$ cat src/rtl/tau_div_sched_if.sv
// tau_div_sched_if: request, divider and response bundle for tau_div_sched
//   req_vld/req_rI/req_rE/req_rdy : per-requester operands and one-hot accept
//   div_start/div_dividend/div_divisor/div_res_rdy/div_merchant : shared divider
//   rsp_vld/rsp_id/rsp_tau/rsp_err/rsp_rdy : tagged result channel
//   busy : scheduler is not idle
// slave is the scheduler side, master the environment side.
interface tau_div_sched_if #(
    parameter int NREQ = 4,
    parameter int N    = 21,
    parameter int M    = 13,
    parameter int IDW  = 2
);
    logic [NREQ-1:0]   req_vld;
    logic [NREQ*M-1:0] req_rI;
    logic [NREQ*M-1:0] req_rE;
    logic [NREQ-1:0]   req_rdy;
    logic              div_start;
    logic [N-1:0]      div_dividend;
    logic [M-1:0]      div_divisor;
    logic              div_res_rdy;
    logic [N-1:0]      div_merchant;
    logic              rsp_vld;
    logic [IDW-1:0]    rsp_id;
    logic [7:0]        rsp_tau;
    logic              rsp_err;
    logic              rsp_rdy;
    logic              busy;

    modport slave (
        input  req_vld, req_rI, req_rE, div_res_rdy, div_merchant, rsp_rdy,
        output req_rdy, div_start, div_dividend, div_divisor,
               rsp_vld, rsp_id, rsp_tau, rsp_err, busy
    );

    modport master (
        output req_vld, req_rI, req_rE, div_res_rdy, div_merchant, rsp_rdy,
        input  req_rdy, div_start, div_dividend, div_divisor,
               rsp_vld, rsp_id, rsp_tau, rsp_err, busy
    );
endinterface

$ cat src/rtl/tau_div_sched.sv
// tau_div_sched: round-robin scheduler sharing one iterative tau divider
//   clk  : rising-edge clock
//   rstn : asynchronous active-low reset
//   bus  : tau_div_sched_if.slave (requests, divider link, response, busy)
// Optional macro TAU_DIV_ZERO_CHK_EN: rE==0 is answered directly with
// tau=8'hFF and rsp_err=1 without using the divider; otherwise rsp_err is 0.
module tau_div_sched #(
    parameter int NREQ = 4,
    parameter int N    = 21,
    parameter int M    = 13,
    parameter int IDW  = 2
) (
    input  logic           clk,
    input  logic           rstn,
    tau_div_sched_if.slave bus
);
    typedef enum logic [1:0] {IDLE, ISSUE, WAIT, RESP} state_t;

    state_t         state_q, state_d;
    logic [IDW-1:0] ptr_q, ptr_d, id_q, id_d, rid_q, rid_d;
    logic [IDW-1:0] gnt, idx;
    logic           gnt_vld;
    logic [M-1:0]   ri_g, re_g;
    logic [N-1:0]   dvd_q, dvd_d;
    logic [M-1:0]   dvs_q, dvs_d;
    logic [7:0]     tau_q, tau_d;
`ifdef TAU_DIV_ZERO_CHK_EN
    logic           err_q, err_d;
`endif

    // Scan downward in offset so the closest requester at or after the pointer wins.
    always_comb begin
        gnt     = '0;
        gnt_vld = 1'b0;
        idx     = '0;
        for (int i = NREQ - 1; i >= 0; i--) begin
            idx = IDW'((int'(ptr_q) + i) % NREQ);
            if (bus.req_vld[idx]) begin
                gnt     = idx;
                gnt_vld = 1'b1;
            end
        end
    end

    assign ri_g = bus.req_rI[gnt*M +: M];
    assign re_g = bus.req_rE[gnt*M +: M];

    always_comb begin
        state_d = state_q;
        ptr_d   = ptr_q;
        id_d    = id_q;
        rid_d   = rid_q;
        dvd_d   = dvd_q;
        dvs_d   = dvs_q;
        tau_d   = tau_q;
`ifdef TAU_DIV_ZERO_CHK_EN
        err_d   = err_q;
`endif
        case (state_q)
            IDLE: if (gnt_vld) begin
                dvd_d   = N'({ri_g, 8'b0});
                dvs_d   = re_g;
                id_d    = gnt;
                ptr_d   = IDW'((int'(gnt) + 1) % NREQ);
                state_d = ISSUE;
`ifdef TAU_DIV_ZERO_CHK_EN
                if (re_g == '0) begin
                    rid_d   = gnt;
                    tau_d   = 8'hFF;
                    err_d   = 1'b1;
                    state_d = RESP;
                end
`endif
            end
            ISSUE: state_d = WAIT;
            WAIT: if (bus.div_res_rdy) begin
                rid_d   = id_q;
                tau_d   = bus.div_merchant[7:0];
`ifdef TAU_DIV_ZERO_CHK_EN
                err_d   = 1'b0;
`endif
                state_d = RESP;
            end
            RESP: if (bus.rsp_rdy) state_d = IDLE;
        endcase
    end

    always_ff @(posedge clk or negedge rstn) begin
        if (!rstn) begin
            state_q <= IDLE;
            ptr_q   <= '0;
            id_q    <= '0;
            rid_q   <= '0;
            dvd_q   <= '0;
            dvs_q   <= '0;
            tau_q   <= '0;
`ifdef TAU_DIV_ZERO_CHK_EN
            err_q   <= 1'b0;
`endif
        end else begin
            state_q <= state_d;
            ptr_q   <= ptr_d;
            id_q    <= id_d;
            rid_q   <= rid_d;
            dvd_q   <= dvd_d;
            dvs_q   <= dvs_d;
            tau_q   <= tau_d;
`ifdef TAU_DIV_ZERO_CHK_EN
            err_q   <= err_d;
`endif
        end
    end

    // rstn gates the accept pulse so nothing is granted while held in reset.
    assign bus.req_rdy      = (rstn && state_q == IDLE && gnt_vld) ? NREQ'(1) << gnt : '0;
    assign bus.div_start    = state_q == ISSUE;
    assign bus.div_dividend = dvd_q;
    assign bus.div_divisor  = dvs_q;
    assign bus.rsp_vld      = state_q == RESP;
    assign bus.rsp_id       = rid_q;
    assign bus.rsp_tau      = tau_q;
    assign bus.busy         = state_q != IDLE;
`ifdef TAU_DIV_ZERO_CHK_EN
    assign bus.rsp_err      = err_q;
`else
    assign bus.rsp_err      = 1'b0;
`endif
endmodule

$ cat src/flat_wrapper.sv
// flat-port wrapper written by rule: the top's interface ports become plain ports
module tau_div_sched_flat 
#(
    parameter int NREQ = 4,
    parameter int N    = 21,
    parameter int M    = 13,
    parameter int IDW  = 2
)
  (clk, rstn, bus_req_vld, bus_req_rI, bus_req_rE, bus_div_res_rdy, bus_div_merchant, bus_rsp_rdy, bus_req_rdy, bus_div_start, bus_div_dividend, bus_div_divisor, bus_rsp_vld, bus_rsp_id, bus_rsp_tau, bus_rsp_err, bus_busy);
  tau_div_sched_if #(.NREQ(NREQ), .N(N), .M(M), .IDW(IDW)) bus_i ();
  input  logic clk;
  input  logic rstn;
  input wire logic [$bits(bus_i.req_vld)-1:0] bus_req_vld;
  input wire logic [$bits(bus_i.req_rI)-1:0] bus_req_rI;
  input wire logic [$bits(bus_i.req_rE)-1:0] bus_req_rE;
  input wire logic [$bits(bus_i.div_res_rdy)-1:0] bus_div_res_rdy;
  input wire logic [$bits(bus_i.div_merchant)-1:0] bus_div_merchant;
  input wire logic [$bits(bus_i.rsp_rdy)-1:0] bus_rsp_rdy;
  output wire logic [$bits(bus_i.req_rdy)-1:0] bus_req_rdy;
  output wire logic [$bits(bus_i.div_start)-1:0] bus_div_start;
  output wire logic [$bits(bus_i.div_dividend)-1:0] bus_div_dividend;
  output wire logic [$bits(bus_i.div_divisor)-1:0] bus_div_divisor;
  output wire logic [$bits(bus_i.rsp_vld)-1:0] bus_rsp_vld;
  output wire logic [$bits(bus_i.rsp_id)-1:0] bus_rsp_id;
  output wire logic [$bits(bus_i.rsp_tau)-1:0] bus_rsp_tau;
  output wire logic [$bits(bus_i.rsp_err)-1:0] bus_rsp_err;
  output wire logic [$bits(bus_i.busy)-1:0] bus_busy;
  assign bus_i.req_vld = bus_req_vld;
  assign bus_i.req_rI = bus_req_rI;
  assign bus_i.req_rE = bus_req_rE;
  assign bus_i.div_res_rdy = bus_div_res_rdy;
  assign bus_i.div_merchant = bus_div_merchant;
  assign bus_i.rsp_rdy = bus_rsp_rdy;
  assign bus_req_rdy = bus_i.req_rdy;
  assign bus_div_start = bus_i.div_start;
  assign bus_div_dividend = bus_i.div_dividend;
  assign bus_div_divisor = bus_i.div_divisor;
  assign bus_rsp_vld = bus_i.rsp_vld;
  assign bus_rsp_id = bus_i.rsp_id;
  assign bus_rsp_tau = bus_i.rsp_tau;
  assign bus_rsp_err = bus_i.rsp_err;
  assign bus_busy = bus_i.busy;
  tau_div_sched #(.NREQ(NREQ), .N(N), .M(M), .IDW(IDW)) u_core (.clk(clk), .rstn(rstn), .bus(bus_i));
endmodule
$ cat config.mk
export PLATFORM = sky130hd
export DESIGN_NAME = tau_div_sched_flat
export DESIGN_NICKNAME = d
export VERILOG_FILES = /design/src/rtl/tau_div_sched_if.sv /design/src/rtl/tau_div_sched.sv /design/src/flat_wrapper.sv
export SDC_FILE = /design/constraint.sdc
export NUM_CORES = 1
export LEC_CHECK = 0
export ABC_CLOCK_PERIOD_IN_PS = 4500
export BUFFER_PORTS_ARGS = -buffer_cell sky130_fd_sc_hd__buf_2
export CAP_MARGIN = 10
export CORE_MARGIN = 4
export CORE_UTILIZATION = 44
export DETAILED_ROUTE_END_ITERATION = 8
export PLACE_DENSITY = 0.93
export RECOVER_POWER = 50
export SYNTH_ARGS = -nofsm -noshare
export SYNTH_HDL_FRONTEND = slang
export SYNTH_SLANG_ARGS = --single-unit
$ cat constraint.sdc
create_clock -name clk -period 4.5 [get_ports clk]
set_input_delay 0.225 -clock clk [delete_from_list [all_inputs] [get_ports clk]]
set_output_delay 0.225 -clock clk [all_outputs]
set_load 0.02 [all_outputs]
# Yosys cells after proc, flatten, opt, wreduce, memory -nomap -nowiden
# Index checks and enable logic that the tools add are counted.
dict set report totals {
  ff_bits 42
  input_bits 133
  output_inout_bits 52
  word_cells 53
}
dict set report op_classes {
  addsub 4
  mul 1
  n_lt_le_gt_ge 4
  n_eq_ne 6
  n_shift 3
  mux 21
  reduce_logical 7
}
# operator count
set ops {}
lappend ops {{variable part select 52 x 7 -> 13 bit} 2}
lappend ops {{2-to-1 mux 2 bit} 7}
lappend ops {{< comparator 2 x 3 -> 1 bit, second input constant} 4}
lappend ops {{binary-select mux 1 bit (select 2 bit)} 4}
lappend ops {{2-to-1 mux 1 bit} 8}
lappend ops {{one-hot mux 2 bit (4 select lines)} 1}
lappend ops {{multiplier 2 x 4 -> 6 bit, second input constant} 1}
lappend ops {{adder 2 x 1 -> 2 bit, second input constant} 2}
lappend ops {{adder 2 bit, second input constant} 2}
lappend ops {{equality test 2 bit, second input constant} 2}
lappend ops {{2-to-1 mux 4 bit} 1}
lappend ops {{inequality test 2 bit, second input constant} 2}
lappend ops {{AND reduction 2 bit} 2}
lappend ops {{left shift 1 x 2 -> 4 bit, first input constant} 1}
lappend ops {{AND reduction 3 bit} 1}
lappend ops {{equality test 2 x 1 -> 1 bit, second input constant} 1}
lappend ops {{logical AND 1 bit} 2}
lappend ops {{logical NOT 2 bit} 1}
lappend ops {{inequality test 2 x 1 -> 1 bit, second input constant} 1}
lappend ops {{nonzero test 2 bit} 1}

# Longest topological paths before layout
dict set report logic_depth {
  depth_word 9
  ltp_mapped 8
}

# Worst setup path before layout
# Ideal clock, no wire load.
dict set report synth_timing {
  kind {flip-flop to output port}
  from {register u_core.state_q[0]}
  to {output port bus_req_rdy[0]}
  arrival_ps 1912
  t_required_ps 4275
  path_slack_ps 2363
  stages_incl_launch_ff 8
  cell_sequence {dfrtp_1 inv_1 ha_1 inv_1 nor2_1 buf_2 nand2_1 nor3b_1}
}
dict set report synth_via {
  elab_chain_len 4
}
# element line_no
set synth_lines {}
lappend synth_lines {{from (decl)} tau_div_sched.sv:19} ;# state_t state_q, state_d;
lappend synth_lines {{from (signal assigned)} tau_div_sched.sv:101} ;# state_q <= state_d;
lappend synth_lines {{logical NOT 2 bit} tau_div_sched.sv:115} ;# assign bus.req_rdy = (rstn && state_q == IDLE && gnt_vld) ? NREQ'(1) << gnt : '0;
lappend synth_lines {{logical AND 1 bit (2 in series)} tau_div_sched.sv:115}
lappend synth_lines {{2-to-1 mux 4 bit} tau_div_sched.sv:115}
lappend synth_lines {{to (decl)} flat_wrapper.sv:19} ;# output wire logic [$bits(bus_i.req_rdy)-1:0] bus_req_rdy;
# Every way passes these cells.

# Worst setup path after layout
dict set report layout_timing {
  from {register u_core.ptr_q[1]}
  to {output port bus_req_rdy[1]}
}
dict set report layout_via {
  elab_chain_len 9
}
# element line_no
set layout_lines {}
lappend layout_lines {{from (decl)} tau_div_sched.sv:20} ;# logic [IDW-1:0] ptr_q, ptr_d, id_q, id_d, rid_q, rid_d;
lappend layout_lines {{from (signal assigned)} tau_div_sched.sv:102} ;# ptr_q <= ptr_d;
lappend layout_lines {{adder 2 bit} tau_div_sched.sv:37} ;# idx = IDW'((int'(ptr_q) + i) % NREQ);
lappend layout_lines {{binary-select mux 1 bit (select 2 bit)} tau_div_sched.sv:38} ;# if (bus.req_vld[idx]) begin
lappend layout_lines {{2-to-1 mux 1 bit (not written as such)} tau_div_sched.sv:38}
lappend layout_lines {{2-to-1 mux 2 bit or 2-to-1 mux 1 bit (tied branches) (4 in series)} tau_div_sched.sv:38}
lappend layout_lines {{left shift 1 x 2 -> 4 bit or logical AND 1 bit (tied branches)} tau_div_sched.sv:115}
lappend layout_lines {{2-to-1 mux 4 bit *} tau_div_sched.sv:115}
# Every way passes the cells marked *; elsewhere a longest branch is shown, timed or not. The select of a mux whose other input is x is not followed.

==> flow_summary.yaml <==
power:
  p_leak_nw: 1.73
  powerDensity_mw_per_mm2: 636
  vdd_drop_max_mv: 0.358
placement:
  hpwlAfterDp_mm: 5.76
  gp_congestion: 0.816
  port_buffers: 162
yosys:
  seq_area_frac_synth: 0.408
  synth_area_per_cell_sq_um: 10.1
  yosysTopAreaCellShare: 0.408
  ys_types: 33
  synthFlopType: "dfrtp_1"
  synthTopCellsByArea: "dfrtp_1 (41%), a211oi_1 (15%), mux2i_1 (10%), and3_1 (6.3%), mux2_2 (4.4%)"
  synth_common_cells: "a211oi_1 (52), dfrtp_1 (42), nor2_1 (29)"
  synth-edff-count: 0
  synth.most_common_cell: "a211oi_1"
  ys_warn_count: 0
  synth-seq-cells: 42
  syn_area_sq_mm: 0.00257
  syn-instance-count: 255
  synth-async-reset-ratio: 1.00
  synth_area_leader_cell: "dfrtp_1"
setup_path:
  startpoint_type: "register"
  rrSetupSlack_ns: 2.00
  worstSetupPathType: "reg2out"
  endpoint_kind: "primary output"
  reg2reg_from: "u_core.ptr_q[1]$_DFFE_PN0P_"
  r2r_cells: 6
  crit_path_max_fanout: 29
  crit_arrival_ns: 2.65
  critPathRequiredTime_ns: 4.28
  reg2reg_to: "u_core.bus.div_dividend[19]$_DFFE_PN0P_"
grt:
  grt_most_used_layer: "met2"
  grt_pass1_wl_mm: 12.3
  use_met3: 0.0481
  grt_use_total: 0.210
  grtUsageMet1: 0.220
  grt_antenna_before_repair: 0
  grt_pass1_vias: 2718
  grt_overflow_total: 0
  grt_util_met2: 0.409
  grt_max_degree: 44
drt:
  ant_nets: 0
  vias_per_cell: 5.47
  routed-via-count: 2629
  drtPass1Iterations: 4
  wl_per_cell_um: 15.9
  wl_mm: 7.64
  drc: 0
  drt_iter0_drc: 66
worst_hold_path:
  whs_path_depth: 2
  min-delay-start: "bus_div_merchant[2]"
  hold_end: "u_core.bus.rsp_tau[2]$_DFFE_PN0P_"
  hp-class: "in2reg"
timing:
  rsz0062_at_grt: "false"
  finalHoldViolations: 0
  slew-limit-headroom: -0.475
  fin_crit_sh: 0.639
  tightest_slew_ns: 2.21
  setup_viol: 0
  fmax_mhz: 348
  skew_ns: 0.00750
  min_period_ns: 2.87
  finalSetupTns_ns: 0
  slew_violations: 44
clocking:
  hold_buffers: 0
  clock_tree.root_cell: "clkbuf_8"
  cts_buffer_depth: 2
  clk_pin_slew_ns: 0.07
  cts_resized: 0
  cts_num_sinks: 42
  htreeDepth: 2
  clock_latency_ns: 0.28
  cts_tree: "built"
  numCtsBuffers: 5
  cts_setup_buffers: 0
finish:
  drive_above_1_share: 0.408
  regArea_sq_mm: 0.00105
  multi_input_area_sq_mm: 0.00137
  final_util: 0.610
  fillers: 495
  n_antenna_cell: 0
  area_growth_pct: 32.8
  nets: 546
outcome:
  outcome: "complete, but fails checks"
  violations: "capacitance limit, slew limit"
flow_run:
  cap_violations: 1
floorplan:
  die_h_um: 84.5
  rows: 27
  die_w_um: 84.5
  initial_utilization: 0.459
  die-area_sq_mm: 0.00714
  core_area_sq_mm: 0.00561
  io-pin-count: 185
## routing by layer
| layer | share of wire | wire length [um] |
|---|---|---|
| met1 | 0.36 | 2790 |
| met2 | 0.53 | 4070 |
| met3 | 0.090 | 686 |
| met4 | 0.013 | 97 |
| met5 | 0 | 0 |
## logic make-up (layout without fill, tap and decap cells)
logic type,Yosys count,count (layout),share of synthesized area
adders and majority gates,4,4,0.0194
AOI/OAI and AO/OA,63,63,0.189
xor gates and xnor gates,1,1,0.00340
buffers and inverters,31,177,0.0724
other,1,9,0.00146
DFF,42,42,0.408
and+or+nand+nor,76,76,0.158
muxes,37,37,0.149
## flip-flops by register name, indices dropped and copies added, names as in the netlist
signal	flops
u_core.bus.rsp_id	2
u_core.bus.div_divisor	13
u_core.ptr_q	2
u_core.state_q	2
u_core.bus.div_dividend	13
u_core.bus.rsp_tau	8
u_core.id_q	2
## worst max-delay path, cell delays in order, from the launching register on
cell	delay, ns
dfrtp_1	0.45
mux2i_1	0.17
a21oi_2	0.90
nand2_2	0.10
buf_4	0.29
nor3b_1	0.23
buf_2	0.20
## metrics by stage
stage / hold slack (ns) / instance area [sq um] / total power, W / worst slack, ns / cells
after floorplan: -0.0706 / 2610 / 0.00160 / 2.36 / 263
after global placement: 0.406 / 3370 / 0.00193 / 2.03 / 474
after detailed placement: 0.424 / 3370 / 0.00199 / 1.94 / 474
after CTS: 0.110 / 3450 / 0.00222 / 1.62 / 481
after global routing: 0.163 / 3420 / 0.00234 / 1.00 / 481
final: 0.180 / 3420 / 0.00217 / 1.63 / 481
## worst max-delay path by stage
| stage | startpoint | to | slack, ns |
|---|---|---|---|
| final | u_core.ptr_q[1]$_DFFE_PN0P_ | bus_req_rdy[1] | 1.63 |
| after global routing | rstn | bus_req_rdy[0] | 1.00 |
| after CTS | u_core.ptr_q[1]$_DFFE_PN0P_ | bus_req_rdy[1] | 1.62 |
| after detailed placement | u_core.ptr_q[1]$_DFFE_PN0P_ | bus_req_rdy[1] | 1.94 |
| after global placement | u_core.ptr_q[1]$_DFFE_PN0P_ | bus_req_rdy[1] | 2.03 |
| after floorplan | u_core.state_q[0]$_DFFE_PN0P_ | bus_req_rdy[0] | 2.36 |
## report_power, final
part / switching, W / internal (W) / total (W)
registers: 0.000112 / 0.000573 / 0.000685
clock network: 0.000121 / 0.000104 / 0.000225
logic: 0.000793 / 0.000471 / 0.00126
total: 0.00103 / 0.00115 / 0.00217
## area by class of cell
cell class | count | area share
Tap cell | 72 | 0.0263
Inverter | 4 | 0.00439
Multi-Input combinational cell | 190 | 0.401
Timing Repair Buffer | 166 | 0.238
Sequential cell | 42 | 0.307
Clock buffer | 5 | 0.0201
Clock inverter | 2 | 0.00293
## cell usage in the layout (no fill, tap or decap), types with 5 or more instances in the layout
cell type	netlist	routed
clkbuf_1	6	22
conb_1	1	9
dfrtp_1	42	42
a211oi_1	52	52
nand2_1	8	7
and3_1	26	26
mux2i_1	27	27
nor2_1	29	28
mux2_2	10	10
clkbuf_8	0	5
buf_2	8	140
Note: power is estimated with default switching activity, not from simulation.
